### config.mk
export PLATFORM = sky130hd
export DESIGN_NAME = serial_word_receiver
export DESIGN_NICKNAME = d
export VERILOG_FILES = /design/src/rtl/serial_word_pkg.sv /design/src/rtl/serial_word_shifter.sv /design/src/rtl/serial_word_receiver.sv
export SDC_FILE = /design/constraint.sdc
export NUM_CORES = 1
export LEC_CHECK = 0
export BUFFER_PORTS_ARGS = -buffer_cell sky130_fd_sc_hd__buf_4
export CORE_MARGIN = 4
export CORE_UTILIZATION = 48
export CTS_BUF_LIST = sky130_fd_sc_hd__clkbuf_4 sky130_fd_sc_hd__clkbuf_8 sky130_fd_sc_hd__clkbuf_16
export DETAILED_ROUTE_END_ITERATION = 7
export PLACE_DENSITY = 0.79
export SYNTH_ARGS = -nofsm -noshare
export SYNTH_HDL_FRONTEND = slang
export SYNTH_SLANG_ARGS = --single-unit
### constraint.sdc
create_clock -name clock -period 2.2 [get_ports clock]
set_clock_uncertainty 0.15 [all_clocks]
set_input_delay 0.11 -clock clock [delete_from_list [all_inputs] [get_ports clock]]
set_output_delay 0.11 -clock clock [all_outputs]
set_load 0.005 [all_outputs]
### src/rtl/serial_word_pkg.sv
// Shared definitions for the single-wire word link: FSM states, default
// payload width and the line levels that frame a word.
package serial_word_pkg;

  typedef enum logic [1:0] {
    IDLE   = 2'd0,
    DATA   = 2'd1,
    PARITY = 2'd2,
    STOP   = 2'd3
  } state_t;

  localparam int   DEFAULT_WIDTH = 33;

  localparam logic START_LEVEL = 1'b1;
  localparam logic STOP_LEVEL  = 1'b0;
  localparam logic IDLE_LEVEL  = 1'b0;

endpackage

### src/rtl/serial_word_shifter.sv
// Datapath for the word receiver: LSB-first shift register, received-bit
// counter and running XOR of the payload bits.
// Build option: SERIAL_WORD_PARITY_EN adds the running parity output.
module serial_word_shifter
  import serial_word_pkg::*;
#(
  parameter int WIDTH = DEFAULT_WIDTH
) (
  input  logic             clock,
  input  logic             reset,
  input  logic             clear,
  input  logic             shift,
  input  logic             bit_in,
`ifdef SERIAL_WORD_PARITY_EN
  output logic             parity,
`endif
  output logic             last_bit,
  output logic [WIDTH-1:0] word
);

  localparam int                CNT_W    = $clog2(WIDTH + 1);
  localparam logic [CNT_W-1:0]  LAST_CNT = CNT_W'(WIDTH - 1);

  logic [WIDTH-1:0] r_shreg;
  logic [CNT_W-1:0] r_cnt;

  // New bits enter at the MSB so the first (LSB) bit ends up in bit 0.
  always_ff @(posedge clock or posedge reset) begin
    if (reset) begin
      r_shreg <= '0;
    end else if (shift) begin
      r_shreg <= {bit_in, r_shreg[WIDTH-1:1]};
    end
  end

  // Bit counter: cleared at the start bit, advanced once per payload bit.
  always_ff @(posedge clock or posedge reset) begin
    if (reset) begin
      r_cnt <= '0;
    end else if (clear) begin
      r_cnt <= '0;
    end else if (shift) begin
      r_cnt <= r_cnt + 1'b1;
    end
  end

`ifdef SERIAL_WORD_PARITY_EN
  logic r_par;

  // Running even parity over the payload bits of the current frame.
  always_ff @(posedge clock or posedge reset) begin
    if (reset) begin
      r_par <= 1'b0;
    end else if (clear) begin
      r_par <= 1'b0;
    end else if (shift) begin
      r_par <= r_par ^ bit_in;
    end
  end

  assign parity = r_par;
`endif

  // High while the bit being shifted in is the final payload bit.
  assign last_bit = (r_cnt == LAST_CNT);
  assign word     = r_shreg;

endmodule

### src/rtl/serial_word_receiver.sv
// Receiving end of the single-wire word link. Recovers WIDTH-bit words sent
// as start(1), payload LSB first, optional even parity, stop(0), one bit per
// clock, and reports each word with a one-cycle valid pulse.
// Build option: SERIAL_WORD_PARITY_EN enables the parity bit and parity_error.
module serial_word_receiver
  import serial_word_pkg::*;
#(
  parameter int WIDTH = DEFAULT_WIDTH
) (
  input  logic             clock,
  input  logic             reset,
  input  logic             serial_in,
  output logic [WIDTH-1:0] data,
  output logic             valid,
  output logic             frame_error,
  output logic             parity_error,
  output logic             busy
);

  state_t           r_state;
  state_t           w_state_nxt;
  logic             w_clear;
  logic             w_shift;
  logic             w_load;
  logic             w_ferr;
  logic             w_last_bit;
  logic [WIDTH-1:0] w_word;
  logic [WIDTH-1:0] r_data;
  logic             r_valid;
  logic             r_ferr;

`ifdef SERIAL_WORD_PARITY_EN
  logic w_par;
  logic r_par_mis;
  logic r_perr;
`endif

  serial_word_shifter #(
    .WIDTH (WIDTH)
  ) u_shifter (
    .clock    (clock),
    .reset    (reset),
    .clear    (w_clear),
    .shift    (w_shift),
    .bit_in   (serial_in),
`ifdef SERIAL_WORD_PARITY_EN
    .parity   (w_par),
`endif
    .last_bit (w_last_bit),
    .word     (w_word)
  );

  // FSM state register.
  always_ff @(posedge clock or posedge reset) begin
    if (reset) begin
      r_state <= IDLE;
    end else begin
      r_state <= w_state_nxt;
    end
  end

  // Next-state logic plus the datapath and output strobes for this edge.
  always_comb begin
    w_state_nxt = r_state;
    w_clear     = 1'b0;
    w_shift     = 1'b0;
    w_load      = 1'b0;
    w_ferr      = 1'b0;
    case (r_state)
      IDLE: begin
        if (serial_in == START_LEVEL) begin
          w_clear     = 1'b1;
          w_state_nxt = DATA;
        end
      end
      DATA: begin
        w_shift = 1'b1;
        if (w_last_bit) begin
`ifdef SERIAL_WORD_PARITY_EN
          w_state_nxt = PARITY;
`else
          w_state_nxt = STOP;
`endif
        end
      end
`ifdef SERIAL_WORD_PARITY_EN
      PARITY: begin
        w_state_nxt = STOP;
      end
`endif
      STOP: begin
        if (serial_in == STOP_LEVEL) begin
          w_load = 1'b1;
        end else begin
          w_ferr = 1'b1;
        end
        w_state_nxt = IDLE;
      end
      default: begin
        w_state_nxt = IDLE;
      end
    endcase
  end

  // Registered word and one-cycle status pulses, updated at the stop bit.
  always_ff @(posedge clock or posedge reset) begin
    if (reset) begin
      r_data  <= '0;
      r_valid <= 1'b0;
      r_ferr  <= 1'b0;
    end else begin
      r_valid <= w_load;
      r_ferr  <= w_ferr;
      if (w_load) begin
        r_data <= w_word;
      end
    end
  end

`ifdef SERIAL_WORD_PARITY_EN
  // Latch the parity comparison, then report it alongside the valid pulse.
  always_ff @(posedge clock or posedge reset) begin
    if (reset) begin
      r_par_mis <= 1'b0;
      r_perr    <= 1'b0;
    end else begin
      if (r_state == PARITY) begin
        r_par_mis <= serial_in ^ w_par;
      end
      r_perr <= w_load & r_par_mis;
    end
  end

  assign parity_error = r_perr;
`else
  assign parity_error = 1'b0;
`endif

  assign data        = r_data;
  assign valid       = r_valid;
  assign frame_error = r_ferr;
  assign busy        = (r_state != IDLE);

endmodule
==> results of run 1 <==
==> cells by family (layout without fill, tap and decap cells) <==
family | after synthesis | count (layout)
flops | 76 | 76
mux | 68 | 68
simple gates | 17 | 17
buf+inv | 13 | 63
compound gates | 6 | 6
fa+ha+maj | 2 | 2
other cells | 1 | 1
xor+xnor | 1 | 1
==> worst max-delay path, stage by stage <==
cell and delay, ns:
dlygate4sd3_1 0.54, buf_4 0.15, nand3b_4 0.47, mux2_1 0.48
==> sequential cells by signal (all words and copies together) (netlist names) <==
register / cells
data: 33
valid: 1
u_shifter.r_cnt: 6
frame_error: 1
u_shifter.word: 33
r_state: 2
==> layer usage <==
layer	share of wire (%)	global-route usage, %
met1	47	18.4
met2	47	21.2
met3	4.8	4.70
met4	1.2	5.86
met5	0	0
==> final cells by class <==
type | count | share of cell area [%]
tap | 75 | 2.59
sequential | 76 | 52.5
clock buffer | 11 | 4.00
timing repair buffer | 43 | 9.39
inverter | 5 | 0.518
multi-input combinational | 95 | 29.7
clock inverter | 4 | 1.38
==> metrics by stage <==
| stage | std cells | setup WS [ns] | hold WS (ns) | cell area [um^2] |
|---|---|---|---|---|
| 2_1_floorplan | 184 | 0.00167 | 0.108 | 3060 |
| 3_3_place_gp | 292 | 0.573 | 0.0419 | 3410 |
| 3_5_place_dp | 292 | 0.510 | 0.0502 | 3410 |
| 4_1_cts | 309 | 0.483 | 0.243 | 3620 |
| 5_1_grt | 309 | 0.395 | 0.272 | 3620 |
| 6_report | 309 | 0.493 | 0.230 | 3620 |
==> cells in the final DEF, fill, tap and decap left out, drive strengths merged <==
cell type / count
clkinv: 1
buf: 41
nand3: 3
dfrtp: 76
o21ai: 4
and2b: 1
clkinvlp: 2
xnor2: 1
nand3b: 1
nor4: 1
and3: 1
nand2: 5
or3b: 1
a22o: 1
mux2i: 2
o21bai: 1
and4: 1
ha: 2
clkbuf: 11
mux2: 66
inv: 5
nand4: 1
dlygate4sd3: 2
bufinv: 1
or2: 1
nor3b: 1
conb: 1
==> report_power, final <==
group | switching [mW] | internal (mW) | total (mW)
clock | 0.486 | 0.560 | 1.05
sequential | 0.442 | 2.01 | 2.45
combinational | 0.516 | 1.11 | 1.63
total | 1.44 | 3.68 | 5.12
==> path summary, 6_finish.rpt <==
path,start,endpoint,slack [ns],cells past startpoint
max,serial_in,data[13],0.49,4
min,reset,data[2],0.23,3
max reg2reg,r_state[1],u_shifter.word[5],0.52,3
min reg2reg,u_shifter.r_cnt[5],u_shifter.r_cnt[5],0.33,1
max in group asynchronous,reset,r_state[1],1.02,4
min in group clock,u_shifter.r_cnt[5],u_shifter.r_cnt[5],0.33,1
==> what timing repair did <==
item,4_1_cts,5_1_grt
hold endpoints to repair,28,0
endpoints found under the setup margin,0,0
hold buffers,2,0
==> run metrics, run 1 <==
n_diodes=0; setup TNS=0 ns; sequential cell area fraction in the yosys report=~62%; largest net degree at the start of global routing=52; Die Ht=87.9 um; final critical-path share of the clock period=77.6%; Final Util=59.8%; Crit path arrival time=1.77 ns; Mapped Nets=189; CTS Buffer Depth=2; Crit Path Max Fanout=34; Compound-Gate Fraction of Synth Area=between 1 and 1.5%; Power, Total=5.12 mW; post-CTS setup repair buffer count=0; initial antenna violation count=0; Max Cap Violations=0; share of the synthesized area in the top cell type=62.1%; Slew Limit Fails=0; largest family of logic cells by synthesized area=multiplexers; Post-CTS Resized=0; Vias/cell=just over 5; Area contributors post-synth=dfrtp_1, mux2_4, mux2_1, buf_6, mux2_2; clock-pin transition on the worst setup and hold timing paths=0.08 ns; Initial Utilization=50.5%; mux cell area share after synthesis=29.0%; CP Launch Type=input port; RePlAce Congestion=0.693; Power Density=1410 nW/um^2; H-tree Lvls=3; Mean Syn Cell Area=16.6 um^2; CP endpoint kind=flop; Clock Latency Late Sink=0.34 ns; unrepaired setup endpoints after global routing=no; LEAKAGE=1.92 nW; # DRC=0; die width=87.9 um; CTS tree=done; Post-Syn Instances=184; Mapped Area=3060 um^2; via count=about 1600; clk sinks=76; Final Hold Fails=0; Ports=40; Worst EP required=2.26 ns; # rows=28; peak supply drop=roughly 0.00092 V; slew at the pin closest to its max-slew limit=about 0.56 ns; Fmax achieved=slightly below 600 MHz; Final Critical Period=1.71 ns; area grow syn2layout=18.3%; 1st-pass router iterations=4; fillers=around 470; Storage cell area=1900 um^2; WS Path Type=in -> reg; global route overflow=0; Antenna Nets Post-Route=0; Synth async-reset ratio=100%; post-DR wirelength/cell=15.3 um; Synth Area in XOR/XNOR=0.286%; Die ar.=7720 um^2; most common library cells after synthesis=dfrtp_1, mux2_4, mux2_1; share of layout cells above drive strength 1=41.9%; HP Class=in -> async; routed wire length=roughly 4.7 mm; adder-cell share of the synthesized area=0.817%; Distinct cells, synth=26; vias in the first global route=1658; multi-input logic area=1070 um^2; number of DRC markers in iteration 0=60; first-pass GRT wire length=between 8 and 9 mm; Nets=235; Slew headroom=a little over three fifths; Post-synth EDFFs=0; Synth Flop Type=dfrtp_1; yosys warns=0; GRT Resource Usage Total=14.0%; Port Buffers=38; status=complete, no violations; HPWL after detailed placement=~3.1 mm; most common cell in the netlist=dfrtp_1; # setup viols final=0; root buffer cell=clkbuf_8; Yosys reg bits=76; TritonCTS Buffers=9; simple-gate share of the synthesized area=3.72%; Yosys top cell by area=dfrtp_1; core box area=6060 um^2
Power figures use the tool's default switching activity.
==> run 2, diff against run 1 <==
--- a/config.mk
+++ b/config.mk
@@ -10,7 +10,7 @@
 export CORE_UTILIZATION = 48
 export CTS_BUF_LIST = sky130_fd_sc_hd__clkbuf_4 sky130_fd_sc_hd__clkbuf_8 sky130_fd_sc_hd__clkbuf_16
 export DETAILED_ROUTE_END_ITERATION = 7
-export PLACE_DENSITY = 0.79
+export PLACE_DENSITY = 0.76
 export SYNTH_ARGS = -nofsm -noshare
 export SYNTH_HDL_FRONTEND = slang
 export SYNTH_SLANG_ARGS = --single-unit
==> constraint.sdc (replaced) <==
create_clock -name clock -period 1.8 [get_ports clock]
set_clock_uncertainty 0.15 [all_clocks]
set_input_delay 0.09 -clock clock [delete_from_list [all_inputs] [get_ports clock]]
set_output_delay 0.09 -clock clock [all_outputs]
set_load 0.005 [all_outputs]
==> run 2 against run 1 <==
Effect of this change:
- critical path depth down 1
- first-iteration DRC count down 40%
- sequential share of layout area down 1.6 points
- clock power up 39%
- global-route usage up 0.72 points
- final cell count up 1.6%
- wire length up 7.5%
- non-clock buffer count up 4
==> run metrics, run 2 (synthesis gave the netlist of run 1 again) <==
global route overflow=0; Power Density=1750 nW/um^2; post-DR wirelength/cell=16.1 um; commonest non-fill, non-tap cell in the layout=dfrtp_1; CP Launch Type=flop; share of layout cells above drive strength 1=43.1%; clk sinks=76; metal3 WL=231 um; Final Critical Period=1.57 ns; Die ar.=7720 um^2; met2 WL post-DR=2.36 mm; LEAKAGE=1.98 nW; CTS tree=done; Die Ht=87.9 um; clock-pin transition on the worst setup and hold timing paths=about 0.08 ns; Antenna Nets Post-Route=0; fillers=445; Crit Path Max Fanout=12; # rows=28; TritonCTS Buffers=9; Post-Place Cell Area=3490 um^2; reg2reg end=u_shifter.word[18]; CP endpoint kind=flop; Slew Limit Fails=0; Port Buffers=38; top sig layer=met4; vias in the first global route=1651; Final Util=61.7%; Initial Utilization=50.5%; multi-input logic area=1070 um^2; GRT Resource Usage Total=14.7%; H-tree Lvls=3; Vias/cell=5.00; # setup viols final=0; area grow syn2layout=22.1%; Nets=239; core box area=6060 um^2; Max Cap Violations=0; root buffer cell=clkbuf_8; routed wire length=around 5 mm; # DRC=0; Fmax achieved=roughly 640 MHz; initial antenna violation count=0; R2R Path Start=r_state[0]; unrepaired setup endpoints after global routing=no; Storage cell area=1900 um^2; r2r setup slk=0.23 ns; die width=87.9 um; commonest non-fill, non-tap cells in the layout=dfrtp_1, buf_4, mux2_4; setup TNS=0 ns; hold_ws=0.262 ns; status=complete, no violations; 1st-pass router iterations=3; Metal-1 WL=around 2.4 mm; RePlAce Congestion=0.705; n_diodes=0; Final Hold Fails=0; via count=1571; Worst EP required=1.88 ns; CTS Buffer Depth=2; post-CTS setup repair buffer count=0; WS Path Type=reg -> reg; HP Class=in -> async; largest net degree at the start of global routing=between 70 and 80; final critical-path share of the clock period=between 80% and 90%; peak supply drop=0.000955 V; HPWL after detailed placement=approximately 3.2 mm; Design Area, Final=3740 um^2; Clock Latency Late Sink=0.34 ns; Ports=40; Worst R2R Path Depth=3; number of DRC markers in iteration 0=36; first-pass GRT wire length=8.42 mm; Crit path arrival time=between 1.5 and 2 ns
run 2: cell count changes in the layout (fill, tap and decap cells not counted), sizes merged:
cell    delta
bufinv     +1
clkbuf     +1
inv        -1
buf        +4
run 2: metrics by stage:
stage          cells  power [mW]  setup WS, ns
6_report         314        6.55         0.233
5_1_grt          314        6.95         0.162
4_1_cts          314        6.63         0.224
3_5_place_dp     296        5.12         0.260
3_3_place_gp     296        5.02         0.291
2_1_floorplan    184        4.30         0.347
run 2: worst max path at each step:
| stage | startpoint | to | slack, ns | depth (start not counted) |
|---|---|---|---|---|
| global route | r_state[0] | u_shifter.word[16] | 0.16 | 3 |
| detailed placement | r_state[0] | u_shifter.word[23] | 0.26 | 3 |
| finish | r_state[0] | u_shifter.word[18] | 0.23 | 3 |
| floorplan | r_state[1] | u_shifter.word[0] | 0.35 | 3 |
| CTS | r_state[0] | u_shifter.word[18] | 0.22 | 3 |
| global placement | r_state[1] | u_shifter.word[19] | 0.29 | 3 |
run 2: critical path: stages (launching register included):
cell	delay (ns)
dfrtp_1	0.46
and2b_4	0.33
buf_4	0.21
mux2_4	0.31
run 2: metal layers:
metal,track usage [%],vias to the layer above
li1,-,743
met1,19.5,786
met2,22.3,32
met3,3.95,10
met4,7.53,0
met5,0,-
run 2: area by class of cell:
class	count	share of cell area, %
repair buffers	47	11.2
well taps	75	2.51
flip-flops and latches	76	50.9
clock inverters	4	1.94
inverters	5	0.602
clock buffers	12	4.08
multi-input cells	95	28.7
run 2: report_power, final:
group	internal, mW	switching [mW]
registers	2.45	0.546
logic	1.42	0.671
clock network	0.848	0.610
total	4.72	1.83
run 2: timing repair:
item	CTS	global route
gates resized for setup	0	0
hold buffers	2	0
endpoints found under the hold margin	79	0
==> run 3, diff against run 2 <==
--- a/config.mk
+++ b/config.mk
@@ -7,10 +7,10 @@
 export LEC_CHECK = 0
 export BUFFER_PORTS_ARGS = -buffer_cell sky130_fd_sc_hd__buf_4
 export CORE_MARGIN = 4
-export CORE_UTILIZATION = 48
+export CORE_UTILIZATION = 57
 export CTS_BUF_LIST = sky130_fd_sc_hd__clkbuf_4 sky130_fd_sc_hd__clkbuf_8 sky130_fd_sc_hd__clkbuf_16
 export DETAILED_ROUTE_END_ITERATION = 7
-export PLACE_DENSITY = 0.76
+export PLACE_DENSITY = 0.8
 export SYNTH_ARGS = -nofsm -noshare
 export SYNTH_HDL_FRONTEND = slang
 export SYNTH_SLANG_ARGS = --single-unit
==> run 3 against run 2 <==
Effect of this change:
- sequential share of layout area is 0.69 points higher
- register-to-register slack worse by 0.03 ns
- first-iteration DRC count is 36% higher
- sequential cell count stayed put
- utilization is 9.6 points higher
- final area is 1.3% lower
- non-clock buffer count is 1 lower
- critical path depth stayed put
- clock power is 11% lower
- largest cell class unchanged
==> run metrics, run 3 (synthesis gave the netlist of run 1 again) <==
Worst EP required=between 1.5 and 2 ns; WS Path Type=reg -> reg; Die Ht=81.3 um; HP Class=in -> async; RePlAce Congestion=0.795; fillers=334; Metal-1 WL=2.28 mm; Power Density=1720 nW/um^2; post-DR wirelength/cell=15.5 um; setup TNS=0 ns; first-pass GRT wire length=8.14 mm; Final Critical Period=1.60 ns; Crit Path Max Fanout=24; area grow syn2layout=20.4%; CP peak stage delay=roughly 0.47 ns; Vias/cell=5.13; n_diodes=0; Slew Limit Fails=0; initial antenna violation count=0; CTS Buffer Depth=2; LEAKAGE=about 2 nW; Nets=238; number of DRC markers in iteration 0=49; HPWL after detailed placement=3.25 mm; Cell Count, Final, Fillers Out=308; Fmax achieved=625 MHz; Post-Place Cell Area=3470 um^2; worst path cell trace=and2b_4, buf_12, mux2_4; Antenna Nets Post-Route=0; Comb power frac=32.3%; Clock Latency Late Sink=approximately 0.34 ns; sequential power share=47.2%; Storage cell area=1900 um^2; clock-pin transition on the worst setup and hold timing paths=0.07 ns; hold_ws=0.131 ns; Initial Utilization=59.2%; Placed Instances=290; clock share of power=20.5%; commonest non-fill, non-tap cells in the layout=dfrtp_1, buf_4, mux2_4; root buffer cell=clkbuf_8; CP endpoint kind=flop; # DRC=0; core box area=5170 um^2; clk sinks=76; largest net degree at the start of global routing=33; Crit path arrival time=1.68 ns; top sig layer=met4; fraction of power spent switching nets=27.9%; # setup viols final=0; Power Internal=4.57 mW; global route overflow=0; 1st-pass router iterations=4; # rows=26; metal3 WL=185 um; H-tree Lvls=3; status=complete, no violations; die width=81.3 um; multi-input logic area=1070 um^2; Ports=40; Psw=1.77 mW; routed wire length=4.78 mm; via count=between 1500 and 2000; met2 WL post-DR=2.20 mm; CP Launch Type=flop; commonest non-fill, non-tap cell in the layout=dfrtp_1; Final Hold Fails=0; unrepaired setup endpoints after global routing=no; CTS tree=done; share of layout cells above drive strength 1=between 40% and 50%; Max Cap Violations=0; Port Buffers=38; GRT Resource Usage Total=16.8%; vias in the first global route=1659; TritonCTS Buffers=9; CP max stage cell=dfrtp_1; Die ar.=6610 um^2; final critical-path share of the clock period=approximately 90%; Design Area, Final=3690 um^2; peak supply drop=0.000859 V
[run 3: changes by cell type in the layout (fill, tap and decap cells not counted)]
cell,previous run,this run
bufinv_16,2,1
clkbuf_4,2,0
clkinvlp_4,2,1
clkbuf_8,10,11
buf_12,5,4
clkinv_2,1,4
[run 3: power by group through the flow]
stage	clock, mW	combinational [mW]	sequential [mW]
3_5_place_dp	0	2.07	3.02
5_1_grt	1.39	2.24	3.10
4_1_cts	1.32	2.09	3.00
2_1_floorplan	0	1.41	2.89
6_report	1.30	2.05	2.99
3_3_place_gp	0	2.00	3.00
[run 3: path summary, 6_finish.rpt]
kind	from	to	slack, ns	depth (start not counted)
min in group clock	u_shifter.r_cnt[5]	u_shifter.r_cnt[5]	0.33	1
min	reset	data[12]	0.13	3
max reg2reg	r_state[1]	u_shifter.word[9]	0.20	3
max in group asynchronous	reset	data[5]	0.83	4
min reg2reg	u_shifter.r_cnt[5]	u_shifter.r_cnt[5]	0.33	1
max	r_state[1]	u_shifter.word[9]	0.20	3
[run 3: layout make-up]
type | count | share of cell area, %
timing repair buffer | 46 | 10.9
tap | 70 | 2.37
clock buffer | 11 | 4.10
sequential | 76 | 51.6
multi-input combinational | 95 | 29.1
inverter | 5 | 0.611
clock inverter | 5 | 1.36
[run 3: critical path, delay by kind of cell, from the launching register on]
family / cells / cell delay, ns
DFF: 1 / 0.47
buffers and inverters: 1 / 0.21
and+or+nand+nor: 1 / 0.32
muxes: 1 / 0.32
[run 3: routing by layer]
layer,vias up,track usage (%)
met2,33,24.8
met1,795,23.2
met5,-,0
met4,0,9.12
met3,11,3.88
li1,741,-
[run 3: what timing repair did]
item,4_1_cts,5_1_grt
resized for setup,0,0
endpoints found under the hold margin,79,0
buffers inserted,0,0
hold buffers,2,0
[run 3: metrics by stage]
stage	util, %	setup slack (ns)	total power, mW
5_1_grt	71.3	0.127	6.73
3_3_place_gp	67.0	0.263	5.00
6_report	71.3	0.200	6.33
2_1_floorplan	-	0.347	4.30
4_1_cts	71.3	0.200	6.41
3_5_place_dp	67.0	0.230	5.09
